File: src/rtl/scan_pkg.sv
// ============================================================================
//  Module      : scan_pkg
//  Description : Shared types and defaults for the scan-chain controller.
//  Revision    : 1.0 - initial release
// ============================================================================
`default_nettype none

package scan_pkg;

    localparam int CHAIN_LEN_DEF = 8;

    typedef enum logic [1:0] {
        IDLE      = 2'd0,
        SHIFT_IN  = 2'd1,
        CAPTURE   = 2'd2,
        SHIFT_OUT = 2'd3
    } scan_state_t;

endpackage

`default_nettype wire

File: src/rtl/scan_bit_counter.sv
// ============================================================================
//  Module      : scan_bit_counter
//  Description : Shift bit counter with clear; wraps to 0 after CHAIN_LEN-1.
//  Revision    : 1.0 - initial release
// ============================================================================
`default_nettype none

module scan_bit_counter #(
    parameter  int CHAIN_LEN = 8,
    localparam int W         = $clog2(CHAIN_LEN)
) (
    input  logic         clk,
    input  logic         rst,
    input  logic         i_clr,
    input  logic         i_en,
    output logic [W-1:0] o_count,
    output logic         o_tc
);

    localparam logic [W-1:0] c_last = W'(CHAIN_LEN - 1);

    assign o_tc = (o_count == c_last);

    always_ff @(posedge clk or posedge rst) begin
        if (rst) begin
            o_count <= '0;
        end else if (i_clr) begin
            o_count <= '0;
        end else if (i_en) begin
            o_count <= o_tc ? '0 : o_count + W'(1);
        end
    end

endmodule

`default_nettype wire

File: src/rtl/scan_ctrl.sv
// ============================================================================
//  Module      : scan_ctrl
//  Description : Shifts a pattern into a scan chain, optionally captures once,
//                and shifts the chain contents back out into Result.
//  Revision    : 1.0 - initial release
// ============================================================================
`default_nettype none

module scan_ctrl
    import scan_pkg::*;
#(
    parameter int CHAIN_LEN = CHAIN_LEN_DEF
) (
    input  logic                 Clock,
    input  logic                 Reset,
    input  logic                 Start,
    input  logic                 Capture,
    input  logic [CHAIN_LEN-1:0] Pattern,
    input  logic                 SDO,
    output logic                 Test,
    output logic                 SDI,
    output logic                 Load,
    output logic                 Busy,
    output logic                 Done,
    output logic [CHAIN_LEN-1:0] Result
);

    localparam int            W      = $clog2(CHAIN_LEN);
    localparam logic [W-1:0]  c_last = W'(CHAIN_LEN - 1);

    scan_state_t          r_state;
    scan_state_t          w_state_nxt;
    logic [W-1:0]         w_cnt;
    logic                 w_tc;
    logic [CHAIN_LEN-1:0] r_pat;
    logic                 r_cap;
    logic                 w_test_nxt;
    logic                 w_load_nxt;
    logic                 w_busy_nxt;
    logic                 w_done_nxt;

    scan_bit_counter #(
        .CHAIN_LEN (CHAIN_LEN)
    ) u_cnt (
        .clk     (Clock),
        .rst     (Reset),
        .i_clr   (r_state == IDLE),
        .i_en    ((r_state == SHIFT_IN) || (r_state == SHIFT_OUT)),
        .o_count (w_cnt),
        .o_tc    (w_tc)
    );

    always_ff @(posedge Clock or posedge Reset) begin
        if (Reset) begin
            r_state <= IDLE;
            Test    <= 1'b0;
            Load    <= 1'b0;
            Busy    <= 1'b0;
            Done    <= 1'b0;
        end else begin
            r_state <= w_state_nxt;
            Test    <= w_test_nxt;
            Load    <= w_load_nxt;
            Busy    <= w_busy_nxt;
            Done    <= w_done_nxt;
        end
    end

    always_comb begin
        w_state_nxt = r_state;
        case (r_state)
            IDLE:      if (Start) w_state_nxt = SHIFT_IN;
            SHIFT_IN:  if (w_tc)  w_state_nxt = r_cap ? CAPTURE : SHIFT_OUT;
            CAPTURE:              w_state_nxt = SHIFT_OUT;
            SHIFT_OUT: if (w_tc)  w_state_nxt = IDLE;
            default:              w_state_nxt = IDLE;
        endcase
    end

    // Outputs are decoded from the next state so they register in step with it.
    always_comb begin
        w_test_nxt = 1'b0;
        w_load_nxt = 1'b0;
        w_busy_nxt = 1'b0;
        case (w_state_nxt)
            SHIFT_IN, SHIFT_OUT: begin
                w_test_nxt = 1'b1;
                w_busy_nxt = 1'b1;
            end
            CAPTURE: begin
                w_load_nxt = 1'b1;
                w_busy_nxt = 1'b1;
            end
            default: ;
        endcase
        w_done_nxt = (r_state == SHIFT_OUT) && w_tc;
    end

    // The pattern shifts out MSB first with zero fill, so SDI returns to 0
    // on its own once the last bit has left.
    assign SDI = r_pat[CHAIN_LEN-1];

    always_ff @(posedge Clock or posedge Reset) begin
        if (Reset) begin
            r_pat  <= '0;
            r_cap  <= 1'b0;
            Result <= '0;
        end else begin
            if ((r_state == IDLE) && Start) begin
                r_pat <= Pattern;
                r_cap <= Capture;
            end else if (r_state == SHIFT_IN) begin
                r_pat <= r_pat << 1;
            end
            if (r_state == SHIFT_OUT) begin
                Result[c_last - w_cnt] <= SDO;
            end
        end
    end

endmodule

`default_nettype wire

File: config.mk
export PLATFORM = sky130hd
export DESIGN_NAME = scan_ctrl
export DESIGN_NICKNAME = d
export VERILOG_FILES = /design/src/rtl/scan_pkg.sv /design/src/rtl/scan_bit_counter.sv /design/src/rtl/scan_ctrl.sv
export SDC_FILE = /design/constraint.sdc
export NUM_CORES = 1
export LEC_CHECK = 0
export CAP_MARGIN = 10
export CELL_PAD_IN_SITES_DETAIL_PLACEMENT = 0
export CELL_PAD_IN_SITES_GLOBAL_PLACEMENT = 1
export CORE_MARGIN = 2
export CORE_UTILIZATION = 39
export DETAILED_ROUTE_END_ITERATION = 10
export GPL_TIMING_DRIVEN = 0
export MAX_ROUTING_LAYER = met4
export PLACE_DENSITY_LB_ADDON = 0.1
export SLEW_MARGIN = 40
export SYNTH_ARGS = -nofsm -noshare
export SYNTH_HDL_FRONTEND = slang
export SYNTH_SLANG_ARGS = --single-unit
File: constraint.sdc
create_clock -name Clock -period 1.9 [get_ports Clock]
set_clock_uncertainty 0.2 [all_clocks]
set_input_delay 0.475 -clock Clock [delete_from_list [all_inputs] [get_ports Clock]]
set_output_delay 0.475 -clock Clock [all_outputs]
set_load 0.1 [all_outputs]
**Word-level counts from Yosys, hierarchy flattened**

Index checks and enable logic that the tools add are counted.

- Bits in registers: 26
- Bits of input ports: 13
- Word-level logic and storage cells: 45

- Add/sub/neg operators: 2
- Order comparisons: 2
- Equality and inequality tests: 7
- Multiplexer cells: 16
- Reductions and logical operators: 9

Operator list:

| cell | count |
|---|---|
| $mux 8 | 2 |
| $mux 3 | 3 |
| $bwmux 8 | 1 |
| $eq 2x2->1 const B | 4 |
| $pmux 2 s4 | 1 |
| $mux 2 | 3 |
| $mux 1 | 5 |
| $eq 2x1->1 const B | 2 |
| $lt 3x4->1 const B | 1 |
| $reduce_bool 2->1 | 2 |
| $add 3x1->3 const B | 1 |
| $demux 1 s3 | 1 |
| $eq 3x3->1 const B | 1 |
| $ge 3x1->1 const B | 1 |
| $logic_and 1x1->1 | 3 |
| $reduce_or 3->1 | 1 |
| $sub 3x3->3 const A | 1 |
| $logic_not 2->1 | 1 |
| $reduce_or 2->1 | 1 |
| $logic_or 1x1->1 | 1 |

**Depth between registers and ports, before layout**

- Depth after elaboration: 6
- Depth in mapped cells: 5
- Gate-level depth less buffers: 5

**By module**

From an unflattened synthesis, not the netlist that was laid out.

- Cell total of the unflattened synthesis: 94
- Area total of the unflattened synthesis: 1138.6 µm²

By module, submodules not included:

| module | instances | cells each | area each (µm²) |
|---|---|---|---|
| scan_ctrl | 1 | 81 | 983.4 |
| scan_bit_counter | 1 | 13 | 155.1 |

**Worst setup path before layout**

No wires, ideal clock.

- Path type: register to register
- From: register u_cnt.o_count[1]
- To: register Busy
- Setup time: 0.124 ns
- Arrival: 1.251 ns
- Required time: 1.576 ns
- Slack: 0.325 ns
- Stages on the path, launching flop included: 6
- Cells stage by stage: dfrtp_1 > ha_1 > ha_1 > nand2_4 > xnor2_1 > or2_1

- Word-level cells in the longest chain between the ends: 6

RTL lines:

| item | RTL line | source |
|---|---|---|
| start, declared | scan_bit_counter.sv:16 | `output logic [W-1:0] o_count,` |
| start signal, assigned | scan_bit_counter.sv:30 | `o_count <= o_tc ? '0 : o_count + W'(1);` |
| $eq 3x3->1 * | scan_bit_counter.sv:22 | `assign o_tc = (o_count == c_last);` |
| $mux 2, on equally long branches | scan_ctrl.sv:75, scan_ctrl.sv:73 |  |
| $pmux 2 s4 * | scan_ctrl.sv:71 | `case (r_state)` |
| net w_state_nxt[1] | scan_ctrl.sv:32 | `scan_state_t w_state_nxt;` |
| $eq 2x2->1 or $eq 2x1->1 (tied branches) | scan_ctrl.sv:85 | `case (w_state_nxt)` |
| $reduce_or 3->1 (no source line) * | - |  |
| $mux 1 * | scan_ctrl.sv:85 |  |
| net w_busy_nxt | scan_ctrl.sv:39 | `logic w_busy_nxt;` |
| end signal, assigned | scan_ctrl.sv:64 | `Busy <= w_busy_nxt;` |
| end, declared | scan_ctrl.sv:23 | `output logic Busy,` |

The timed path passes the listed nets; every way through them passes the cells marked *.
A chain may end at the register's enable or synchronous reset.

**Worst setup path in the final report**

- From: register Result[4]
- To: output Result[4]

RTL lines:

| item | RTL line | source |
|---|---|---|
| start, declared | scan_ctrl.sv:25 | `output logic [CHAIN_LEN-1:0] Result` |
| start signal, assigned | scan_ctrl.sv:107 | `Result <= '0;` |
| start signal, assigned by index | scan_ctrl.sv:116 | `Result[c_last - w_cnt] <= SDO;` |

No word-level cell between the ends.

==> flow_summary.toml <==
[global_routing]
antenna_found_initial = 0
overflow = 0
grt_util_all_layers_pct = 14.9
grt_first_pass_wirelength_um = 3850
grt_max_degree = 27
grt_pass1_vias = 815

[critical_path]
slowest_stage = "buf_2"
cpPeakStageDelay_ns = 0.43
worst-path-max-fanout = 2
arrival_ns = 1.13
setup.worst_path.end_class = "output pin"
startpoint_type = "register"
crit_family = "buffers and inverters"
worstPathRequired_ns = 1.22
crit_buf_inv = 1
crit_type = "register to output pin"
path_cells = "buf_2"

[clock_tree]
holdBufCountCts = 0
clock_path_buffers = 2
clk_latency_ns = 0.32
path_clk_slew_ns = 0.14
clock-sinks = 26
cts-root-buf = "clkbuf_4"
h-tree-depth = 1
cts_tree = "yes"
cts_made_buffers = 3
post_cts_resized = 0
postCtsSetupRepairBufs = 0

[placed_design]
placed_area_um2 = 1430
portBuffers = 25
place.detailed.hpwl_um = 1540
gpl.final_weighted_congestion = 0.693

[job]
cap_violations = 0

[timing]
rsz0062_at_grt = "false"
relSlewSlack_pct = 63.9
slew_violations = 0
worst_slew_pin_slew_ns = 0.541
hold_viol = 0
finalSetupViolCount = 0
min_period_over_period_pct = 95.0
fmax_ghz = 0.554
period_needed_ns = 1.81
holdWs_ns = 0.288

[route]
drtIter0Drc = 21
ant_nets = 0
via_per_inst = 5.20
first_pass_iters = 4
drt-wirelength-per-cell_um = 13.7
drc = 0
vias = 838
routed_wl_um = 2210

[yosys]
synthCells = 99
ys_seq_elements = 26
syn-cell-area_um2 = 1200
ys_seq_area_share_pct = 54.2
syn_nets = 115
syn_avg_cell_area_um2 = 12.1
synth_warnings = 0
synth.distinct_cells = 30

[layout]
fill_cells = 282
num-nets-final = 145
final_cell_mix = "26 x dfrtp_1, 14 x buf_2, 12 x clkdlybuf4s50_1, 9 x nand2_1"
area_growth_pct = 21.9
final_common_cell = "dfrtp_1"
drive_above_1_share_pct = 29.7
diodes = 0
final_cell_area_um2 = 1460

[floorplan]
rows = 20
die_y_um = 59.5
core_um2 = 2980
io_pins = 26
start_util_pct = 40.3
die-area_um2 = 3540
die_w_um = 59.5

[min_path]
hold_path_class = "primary input to asynchronous set/reset pin"

[outcome]
status = "complete, no violations"
[sequential cells by signal, summed over array words and instances, names as in the netlist]
name / flops
Done: 1
u_cnt.o_count: 3
r_pat: 8
Load: 1
Result: 8
r_cap: 1
r_state: 2
Busy: 1
Test: 1
[final timing paths]
check | startpoint | end | slack [ns] | cells after the start
setup / recovery | Result[4] | Result[4] | 0.09 | 1
hold / removal | Reset | Result[1] | 0.29 | 2
setup reg to reg | u_cnt.o_count[1] | Busy | 0.18 | 5
hold reg to reg | r_pat[7] | r_pat[7] | 0.29 | 2
max in group asynchronous | Reset | r_pat[5] | 0.85 | 2
min in group Clock | r_pat[7] | r_pat[7] | 0.29 | 2
[synth_stat cells]
| cell | instances | area share [%] |
|---|---|---|
| ha_1 | 3 | 3.1 |
| dfrtp_1 | 26 | 54 |
| nor3_2 | 2 | 1.7 |
| nor2_1 | 8 | 2.5 |
| mux2_1 | 1 | 0.94 |
| and3_4 | 1 | 0.94 |
| nand3b_4 | 1 | 1.7 |
| nand2_4 | 1 | 0.94 |
| mux2_2 | 8 | 7.5 |
| nand3_4 | 1 | 1.5 |
| xnor2_1 | 1 | 0.73 |
| nor2b_1 | 2 | 1.0 |
| o2bb2ai_2 | 1 | 1.2 |
| inv_1 | 3 | 0.94 |
| a22o_1 | 2 | 1.5 |
| buf_6 | 2 | 1.9 |
| nor3b_1 | 1 | 0.63 |
| a32o_1 | 1 | 0.83 |
| nand2_1 | 9 | 2.8 |
| o21ai_0 | 8 | 3.3 |
| clkbuf_1 | 1 | 0.31 |
| and3_1 | 1 | 0.52 |
| nand2b_1 | 2 | 1.0 |
| a22oi_1 | 7 | 4.4 |
| a31oi_1 | 1 | 0.52 |
| o21bai_2 | 1 | 0.94 |
| and2b_4 | 1 | 0.83 |
| o2bb2ai_1 | 1 | 0.73 |
| or2_1 | 1 | 0.52 |
| buf_2 | 1 | 0.42 |
[layout make-up]
class	count	area, um^2	share of cell area, %
multi-input cells	66	508	34.7
well taps	33	41.3	2.82
plain buffers	4	31.3	2.14
inverters	3	11.3	0.769
flip-flops and latches	26	651	44.4
repair buffers	25	185	12.6
clock buffers	4	36.3	2.48
[logic make-up (layout without fill, tap and decap cells)]
logic type | Yosys count | in the layout | share of synthesized area, %
DFF | 26 | 26 | 54.2
xor gates and xnor gates | 1 | 1 | 0.729
and+or+nand+nor | 31 | 31 | 16.6
AOI/OAI and AO/OA | 22 | 22 | 13.4
muxes | 9 | 9 | 8.44
adders and majority gates | 3 | 3 | 3.13
buffers and inverters | 7 | 36 | 3.54
[metrics by stage]
step	utilization (%)	setup TNS, ns	cells	setup slack (ns)
finish	49.2	0	161	0.0947
global placement	50.1	-3.19	157	-0.232
CTS	49.2	0	161	0.0753
global route	49.2	0	161	0.0368
floorplan	-	0	99	0.325
detailed placement	47.9	-0.231	157	-0.162
[metal layers]
metal  vias up  GRT usage, %  part of all wire [%]  wire length [um]
li1        406             -                     -                 -
met4         0          6.67                   2.0                45
met5         -             -                     0                 0
met3         6          2.18                   5.9               131
met1       401          21.0                    50              1100
met2        25          21.2                    42               929
Power is not shown: default switching activity piles up to over one toggle a cycle in this logic, so the estimate is an artifact.
